## config.mk

```make
export PLATFORM = sky130hd
export DESIGN_NAME = depthwise_window_streamer
export DESIGN_NICKNAME = d
export VERILOG_FILES = /design/src/rtl/depthwise_window_streamer.sv
export SDC_FILE = /design/constraint.sdc
export NUM_CORES = 1
export LEC_CHECK = 0
export CAP_MARGIN = 30
export CORE_UTILIZATION = 35
export CTS_BUF_LIST = sky130_fd_sc_hd__clkbuf_4
export DETAILED_ROUTE_END_ITERATION = 7
export GPL_TIMING_DRIVEN = 1
export MAX_ROUTING_LAYER = met4
export PLACE_DENSITY = 0.53
export SYNTH_ARGS = -nofsm -noshare
export SYNTH_HDL_FRONTEND = slang
export SYNTH_SLANG_ARGS = --single-unit
```

## constraint.sdc

```tcl
create_clock -name clk -period 6.35 [get_ports clk]
set_clock_uncertainty 0.15 [all_clocks]
set_input_delay 1.27 -clock clk [delete_from_list [all_inputs] [get_ports clk]]
set_output_delay 1.27 -clock clk [all_outputs]
set_load 0.05 [all_outputs]
```

## src/rtl/depthwise_window_streamer.sv

```systemverilog
// rtl/depthwise_window_streamer.sv - KxK per-channel sliding-window generator for depthwise convolution
//
// Accepts a raster-order, channel-interleaved pixel stream and emits one KxK
// window per channel for every valid output position (stride 1, no padding).
//
// Ports:
//   clk, rst_n              clock, asynchronous active-low reset
//   clear                   synchronous frame resync (wins over in_valid)
//   in_valid/in_ready/in_data    pixel input handshake
//   out_valid/out_ready     window output handshake
//   out_window              window, element (r,c) at [(r*K+c)*DATA_WIDTH +: DATA_WIDTH]
//   out_channel             channel of out_window
//   out_last                final window of the frame
module depthwise_window_streamer #(
    parameter int DATA_WIDTH     = 8,
    parameter int KERNEL_SIZE    = 3,
    parameter int IMG_WIDTH      = 8,
    parameter int IMG_HEIGHT     = 8,
    parameter int INPUT_CHANNELS = 3,
    localparam int CH_W = (INPUT_CHANNELS > 1) ? $clog2(INPUT_CHANNELS) : 1
) (
    input  logic                                      clk,
    input  logic                                      rst_n,
    input  logic                                      clear,
    input  logic                                      in_valid,
    output logic                                      in_ready,
    input  logic [DATA_WIDTH-1:0]                     in_data,
    output logic                                      out_valid,
    input  logic                                      out_ready,
    output logic [KERNEL_SIZE*KERNEL_SIZE*DATA_WIDTH-1:0] out_window,
    output logic [CH_W-1:0]                           out_channel,
    output logic                                      out_last
);

    localparam int K     = KERNEL_SIZE;
    localparam int W     = IMG_WIDTH;
    localparam int H     = IMG_HEIGHT;
    localparam int C     = INPUT_CHANNELS;
    localparam int COL_W = (W > 1) ? $clog2(W) : 1;
    localparam int ROW_W = (H > 1) ? $clog2(H) : 1;

    localparam logic [CH_W-1:0]  CH_LAST       = CH_W'(C - 1);
    localparam logic [COL_W-1:0] COL_LAST      = COL_W'(W - 1);
    localparam logic [COL_W-1:0] COL_FIRST_OUT = COL_W'(K - 1);
    localparam logic [ROW_W-1:0] ROW_LAST      = ROW_W'(H - 1);
    localparam logic [ROW_W-1:0] ROW_FILL_LAST = ROW_W'(K - 2);

    typedef enum logic {
        S_FILL   = 1'b0,
        S_STREAM = 1'b1
    } state_t;

    state_t state, state_next;

    logic [CH_W-1:0]  chan_cnt;
    logic [COL_W-1:0] col_cnt;
    logic [ROW_W-1:0] row_cnt;

    logic accept;
    logic emit;
    logic frame_end;

    // Storage is deliberately unreset: windows are only emitted once the
    // counters guarantee every contributing entry was written this frame.
    logic [DATA_WIDTH-1:0] line_buf [C][K-1][W];
    logic [DATA_WIDTH-1:0] win_reg  [C][K][K];
    logic [DATA_WIDTH-1:0] new_win  [K][K];
    logic [K*K*DATA_WIDTH-1:0] new_win_flat;

    assign frame_end = (row_cnt == ROW_LAST) && (col_cnt == COL_LAST) && (chan_cnt == CH_LAST);

    // State register
    always_ff @(posedge clk or negedge rst_n) begin
        if (!rst_n) begin
            state <= S_FILL;
        end else begin
            state <= state_next;
        end
    end

    // Next-state logic
    always_comb begin
        state_next = state;
        if (clear) begin
            state_next = S_FILL;
        end else begin
            case (state)
                S_FILL: begin
                    if (accept && (row_cnt == ROW_FILL_LAST) && (col_cnt == COL_LAST) &&
                        (chan_cnt == CH_LAST)) begin
                        state_next = S_STREAM;
                    end
                end
                S_STREAM: begin
                    if (accept && frame_end) begin
                        state_next = S_FILL;
                    end
                end
                default: state_next = S_FILL;
            endcase
        end
    end

    // Output / control decode
    always_comb begin
        in_ready = !out_valid || out_ready;
        accept   = in_valid && in_ready && !clear;
        emit     = accept && (state == S_STREAM) && (col_cnt >= COL_FIRST_OUT);
    end

    // Raster counters: channel fastest, then column, then row
    always_ff @(posedge clk or negedge rst_n) begin
        if (!rst_n) begin
            chan_cnt <= '0;
            col_cnt  <= '0;
            row_cnt  <= '0;
        end else if (clear) begin
            chan_cnt <= '0;
            col_cnt  <= '0;
            row_cnt  <= '0;
        end else if (accept) begin
            if (chan_cnt == CH_LAST) begin
                chan_cnt <= '0;
                if (col_cnt == COL_LAST) begin
                    col_cnt <= '0;
                    row_cnt <= (row_cnt == ROW_LAST) ? '0 : row_cnt + 1'b1;
                end else begin
                    col_cnt <= col_cnt + 1'b1;
                end
            end else begin
                chan_cnt <= chan_cnt + 1'b1;
            end
        end
    end

    // Window after this accept: shift left, new right column is the
    // buffered column (oldest row on top) with the incoming pixel at the bottom.
    always_comb begin
        for (int r = 0; r < K; r++) begin
            for (int c = 0; c < K - 1; c++) begin
                new_win[r][c] = win_reg[chan_cnt][r][c+1];
            end
        end
        for (int r = 0; r < K - 1; r++) begin
            new_win[r][K-1] = line_buf[chan_cnt][r][col_cnt];
        end
        new_win[K-1][K-1] = in_data;
    end

    always_comb begin
        new_win_flat = '0;
        for (int r = 0; r < K; r++) begin
            for (int c = 0; c < K; c++) begin
                new_win_flat[(r*K+c)*DATA_WIDTH +: DATA_WIDTH] = new_win[r][c];
            end
        end
    end

    // Line buffer column rolls up by one row; window registers take new_win.
    always_ff @(posedge clk) begin
        if (accept) begin
            for (int r = 0; r < K - 2; r++) begin
                line_buf[chan_cnt][r][col_cnt] <= line_buf[chan_cnt][r+1][col_cnt];
            end
            line_buf[chan_cnt][K-2][col_cnt] <= in_data;
            for (int r = 0; r < K; r++) begin
                for (int c = 0; c < K; c++) begin
                    win_reg[chan_cnt][r][c] <= new_win[r][c];
                end
            end
        end
    end

    // Output register: a new window may load in the same cycle the old one drops.
    always_ff @(posedge clk or negedge rst_n) begin
        if (!rst_n) begin
            out_valid   <= 1'b0;
            out_window  <= '0;
            out_channel <= '0;
            out_last    <= 1'b0;
        end else if (clear) begin
            out_valid <= 1'b0;
        end else if (emit) begin
            out_valid   <= 1'b1;
            out_window  <= new_win_flat;
            out_channel <= chan_cnt;
            out_last    <= frame_end;
        end else if (out_ready) begin
            out_valid <= 1'b0;
        end
    end

endmodule

```

* Word level (Yosys, flattened, before mapping)
Memory sizes are Yosys's and may differ from the RTL's.
Index checks and enable logic that the tools add are counted.
** Operators by class
- $add $sub $neg :: 3
- $lt $le $gt $ge :: 3
- Equal/unequal tests :: 4
- Multiplexer cells :: 30
- Bitwise gates (word level) :: 3
- Reductions and logical operators :: 21
** Operators with widths (number)
- 64-bit two-way mux :: 1
- 8-bit binary-select mux with 3-bit select :: 2
- 8-bit two-way mux :: 5
- 3-bit two-way mux :: 9
- 8-bit demux with 3-bit select :: 1
- 1-bit logical AND :: 11
- 1-bit two-way mux :: 8
- 3-bit by 1-bit adder with 3-bit output, second input constant :: 2
- 3-bit equality test, second input constant :: 2
- 2-bit two-way mux :: 3
- 2-bit nonzero test :: 3
- 4-bit greater-or-equal comparator, second input constant :: 1
- 4-bit by 1-bit < comparator with 1-bit output, second input constant :: 1
- 3-bit NOT with 4-bit output :: 1
- 2-bit AND reduction :: 2
- 3-bit by 1-bit equality test with 1-bit output, second input constant :: 1
- 3-bit by 2-bit greater-or-equal comparator with 1-bit output, second input constant :: 1
- 3-bit AND reduction :: 1
- 3-bit nonzero test :: 1
- 2-bit by 1-bit adder with 2-bit output, second input constant :: 1
- 2-bit equality test, second input constant :: 1
- 1-bit logical NOT :: 2
- 1-bit NOT :: 2
- 1-bit case mux with 2 select lines :: 1
- 1-bit logical OR :: 1
** Word-level totals
- Register bits after elaboration :: 85
- Memory bits (writable) :: 600
- Output and inout port bits :: 77
- Word-level logic and storage cells :: 74
- Memories :: 2
** Memories
- line_buf :: depth 3, bits a word 128, read ports 1, clocked after Yosys merged registers in 0, wr ports 1, line 65 : logic [DATA_WIDTH-1:0] line_buf [C][K-1][W];
- win_reg :: depth 3, bits a word 72, read ports 1, clocked after Yosys merged registers in 0, wr ports 1, line 66 : logic [DATA_WIDTH-1:0] win_reg [C][K][K];

* Depth between registers and ports, before layout
- Depth after elaboration :: 10
- Gate-level depth with buffers :: 12
- Depth with buffers taken out :: 6

* Worst setup path after synthesis
No wires, ideal clock.
- Path kind :: input -> register
- Start point :: input out_ready
- End point :: memory line_buf[2][120] in the netlist's numbering, enable pin
- Setup time :: 0.430 ns
- Arrival :: 3.969 ns
- Data required time :: 5.770 ns
- Setup slack :: 1.800 ns
- Stages on the path :: 5
- Path buffers :: 0
- Cell sequence :: nand2b_1 > nand2_1 > nor2_1 > nand2_1 > nor4_1
** On the way
- Word-level cells in the longest chain between the ends :: 5
** RTL lines
- start, declared :: line 29 : input logic out_ready,
- 1-bit logical OR :: line 106 : in_ready = !out_valid || out_ready;
- 1-bit logical AND (2 in a row) :: line 107 : accept = in_valid && in_ready && !clear;
- 1-bit two-way mux :: line 161 : if (accept) begin
- 64-bit two-way mux (not written as such) :: line 163 : line_buf[chan_cnt][r][col_cnt] <= line_buf[chan_cnt][r+1][col_cnt];
- end, declared :: line 65
No other way between the ends.

* Worst setup path in the final report
- Start point :: input out_ready
- End point :: output in_ready
** On the way
- Word-level cells in the longest chain between the ends :: 1
** RTL lines
- 1-bit logical OR :: line 106
- end, declared :: line 26 : output logic in_ready,
No other way between the ends.

==> out/results.ini <==
[status]
status=completed

[yosys]
synth_top_area_share=0.648
synth-compound-area-share=0.0532
synthXorXnorAreaFrac=0
synthMuxAreaShare=0.123
synthTopCellsByArea=edfxtp_1 (65%), dfrtp_1 (8.7%), mux2i_1 (4.9%)
yosysWarnings=0
async_reset_ff_frac=0.139
synth_fa_ha_area_frac=0.00307
synth_cell_types=39
syn_nets=1526
ys_ff_latch=613
synth-edff-count=528
synth_cells=1507
yosys.area_share.simple=0.0684
syn_area_per_cell_um2=16.2
synth_largest_area_cell=edfxtp_1
synth_area_mm2=0.0245
seq_area_frac_synth=0.735
synthFlopType=edfxtp_1
synth.most_common_cell=edfxtp_1
yosys-top-cells-count=edfxtp_1 (528), mux2i_1 (119), nand2_1 (106)
synth_top_family_by_area=multiplexers

[grt]
grt_pass1_wl_mm=90.2
grt_pass1_vias=14100
grt-ovfl-total=0
grtUsageTotal=0.181
grt_start_max_net_pins=76
grt_antenna_before_repair=2

[route]
avgViaCountPerCell=4.95
vias=13800
drt-initial-drc-count=1035
wire_per_inst_um=21.9
drcViolationCount=0
totalWireLength_mm=61.1
first_pass_iters=6
antenna_left=0

[cts]
ctsHtreeMaxLevel=4
cts_max_path_buffers=3
cts_inserted_buffers=161
cts_resized=0
cts_setup_buffers=0
cts.clk_slew.worst_paths_ps=60
root_buffer=clkbuf_4
cts_sinks=613
clock_latency_ps=980
hold_buffers=1
tritoncts=done

[critical_path]
end_kind=output port
crit_path_max_fanout=5
critPathTopFamily=buffers and inverters
slowest_stage=clkdlybuf4s50_1
path_cells=clkdlybuf4s50_1 -> nand2b_1 -> clkdlybuf4s50_1
path_common_cell=clkdlybuf4s50_1
required_ps=4930
crit_type=in2out
crit_arrival_ps=2750
cp-start-kind=primary input
worst-path-buf-inv=2
max_stage_delay_ps=840

[final_layout]
fillers=6332
final_cells=2785
largest_reg_flops=384
final_nets=1747
area_delta_synth_final_pct=18.2
drive_gt1_frac=0.260

[sta]
hold_viol=0
slew_viol_final=0
fin_setup_tns_ps=0
finalWorstSetupSlack_ps=2180
slew_headroom=0.326
fin_crit_ps=4170
period_share=0.657
whs_ps=327
rsz0062_at_grt=false
worstMarginPinSlew_ps=1010
fmax_mhz=240
setup_viol_count_final=0

[placement]
place_ws_ps=2010
dp_hpwl_mm=38.2
io_buffers=89
place_inst=2491
place.gp.congestion=0.847

[min_path]
hold_class=reg2reg

[run]
maxCapViolCount=0

[floorplan]
coreArea_mm2=0.0688
initial_core_util=0.356
dieArea_mm2=0.0710
rows=96
die_x_um=266
ios=90
die_h_um=266

[power_and_ir_drop]
power_mw=8.69
ir_worst_vdd_mv=0.155
p_per_area_mw_per_mm2=300
p_leak_nw=9.91
power_frac_comb=0.070
p_int_mw=6.63
pwr-share-seq=0.522
sw_frac_of_total=0.237
clkPwrFrac=0.408
p_sw_mw=2.06

cells in the final DEF, fill, tap and decap left out, types with 7 or more instances in the layout:
cell             instances
a2111oi_4               15
a21oi_1                 59
a31oi_1                 18
buf_4                   45
clkbuf_4               241
clkdlybuf4s50_1         82
clkinv_1                26
dfrtp_1                 81
edfxtp_1               528
inv_2                    7
mux2_1                  12
mux2_2                  90
mux2i_1                119
mux4_2                  30
nand2_1                106
nand2b_1                65
nand3_1                 65
nor2_1                  93
nor3_2                  10
o21ai_0                 34
o21ai_1                 32
o22ai_1                 15
power groups by stage:
| stage | combinational [mW] | clock (mW) | sequential [mW] |
|---|---|---|---|
| after CTS | 0.608 | 3.65 | 4.54 |
| final | 0.607 | 3.55 | 4.53 |
| after global routing | 0.650 | 3.87 | 4.54 |
| after floorplan | 0.305 | 0 | 4.65 |
| after detailed placement | 0.606 | 0 | 4.62 |
| after global placement | 0.576 | 0 | 4.62 |
logic make-up (layout without fill, tap and decap cells):
kind of cell	after synthesis	after routing
buf+inv	95	437
simple gates	362	362
other cells	0	5
mux	251	251
fa+ha+maj	6	6
flops	613	613
compound gates	180	180
tightest hold or removal path, stage by stage (launching register included):
cell and delay [ps]:
dfrtp_1 340, nand2_1 50, nand2_1 50
stage by stage:
| stage | util | cell area, um^2 |
|---|---|---|
| after floorplan | - | 24500 |
| after global placement | 0.386 | 26500 |
| after detailed placement | 0.388 | 26700 |
| after CTS | 0.419 | 28800 |
| after global routing | 0.420 | 28900 |
| final | 0.420 | 28900 |
path summary, 6_finish.rpt:
check	startpoint	to	slack [ps]	depth (start not counted)
min	out_window[65]$_DFFE_PN0P_	out_window[65]$_DFFE_PN0P_	330	2
max	out_ready	in_ready	2180	3
max in group asynchronous	rst_n	out_window[46]$_DFFE_PN0P_	4180	3
max reg2reg	chan_cnt[1]$_DFFE_PN0P_	line_buf[1][120]$_DFFE_PP_	2370	6
min reg2reg	out_window[65]$_DFFE_PN0P_	out_window[65]$_DFFE_PN0P_	330	2
min in group asynchronous	rst_n	out_window[37]$_DFFE_PN0P_	640	2
layout make-up:
type                    instances  area (um^2)  area share
multi-input cells             799         6140       0.212
well taps                     931         1160      0.0403
flip-flops and latches        613        18000       0.622
inverters                       8         30.0     0.00104
clock buffers                 241         1810      0.0625
clock inverters                43          327      0.0113
repair buffers                145         1450      0.0503
diodes                          5         12.5    0.000432
metal layers:
layer | vias to the layer above | track usage | wire [um]
li1 | 6310 | - | -
met2 | 399 | 0.288 | 30100
met3 | 108 | 0.0365 | 2810
met4 | 0 | 0.0722 | 1450
met5 | - | - | 0
met1 | 6976 | 0.227 | 26800
Power figures use the tool's default switching activity.
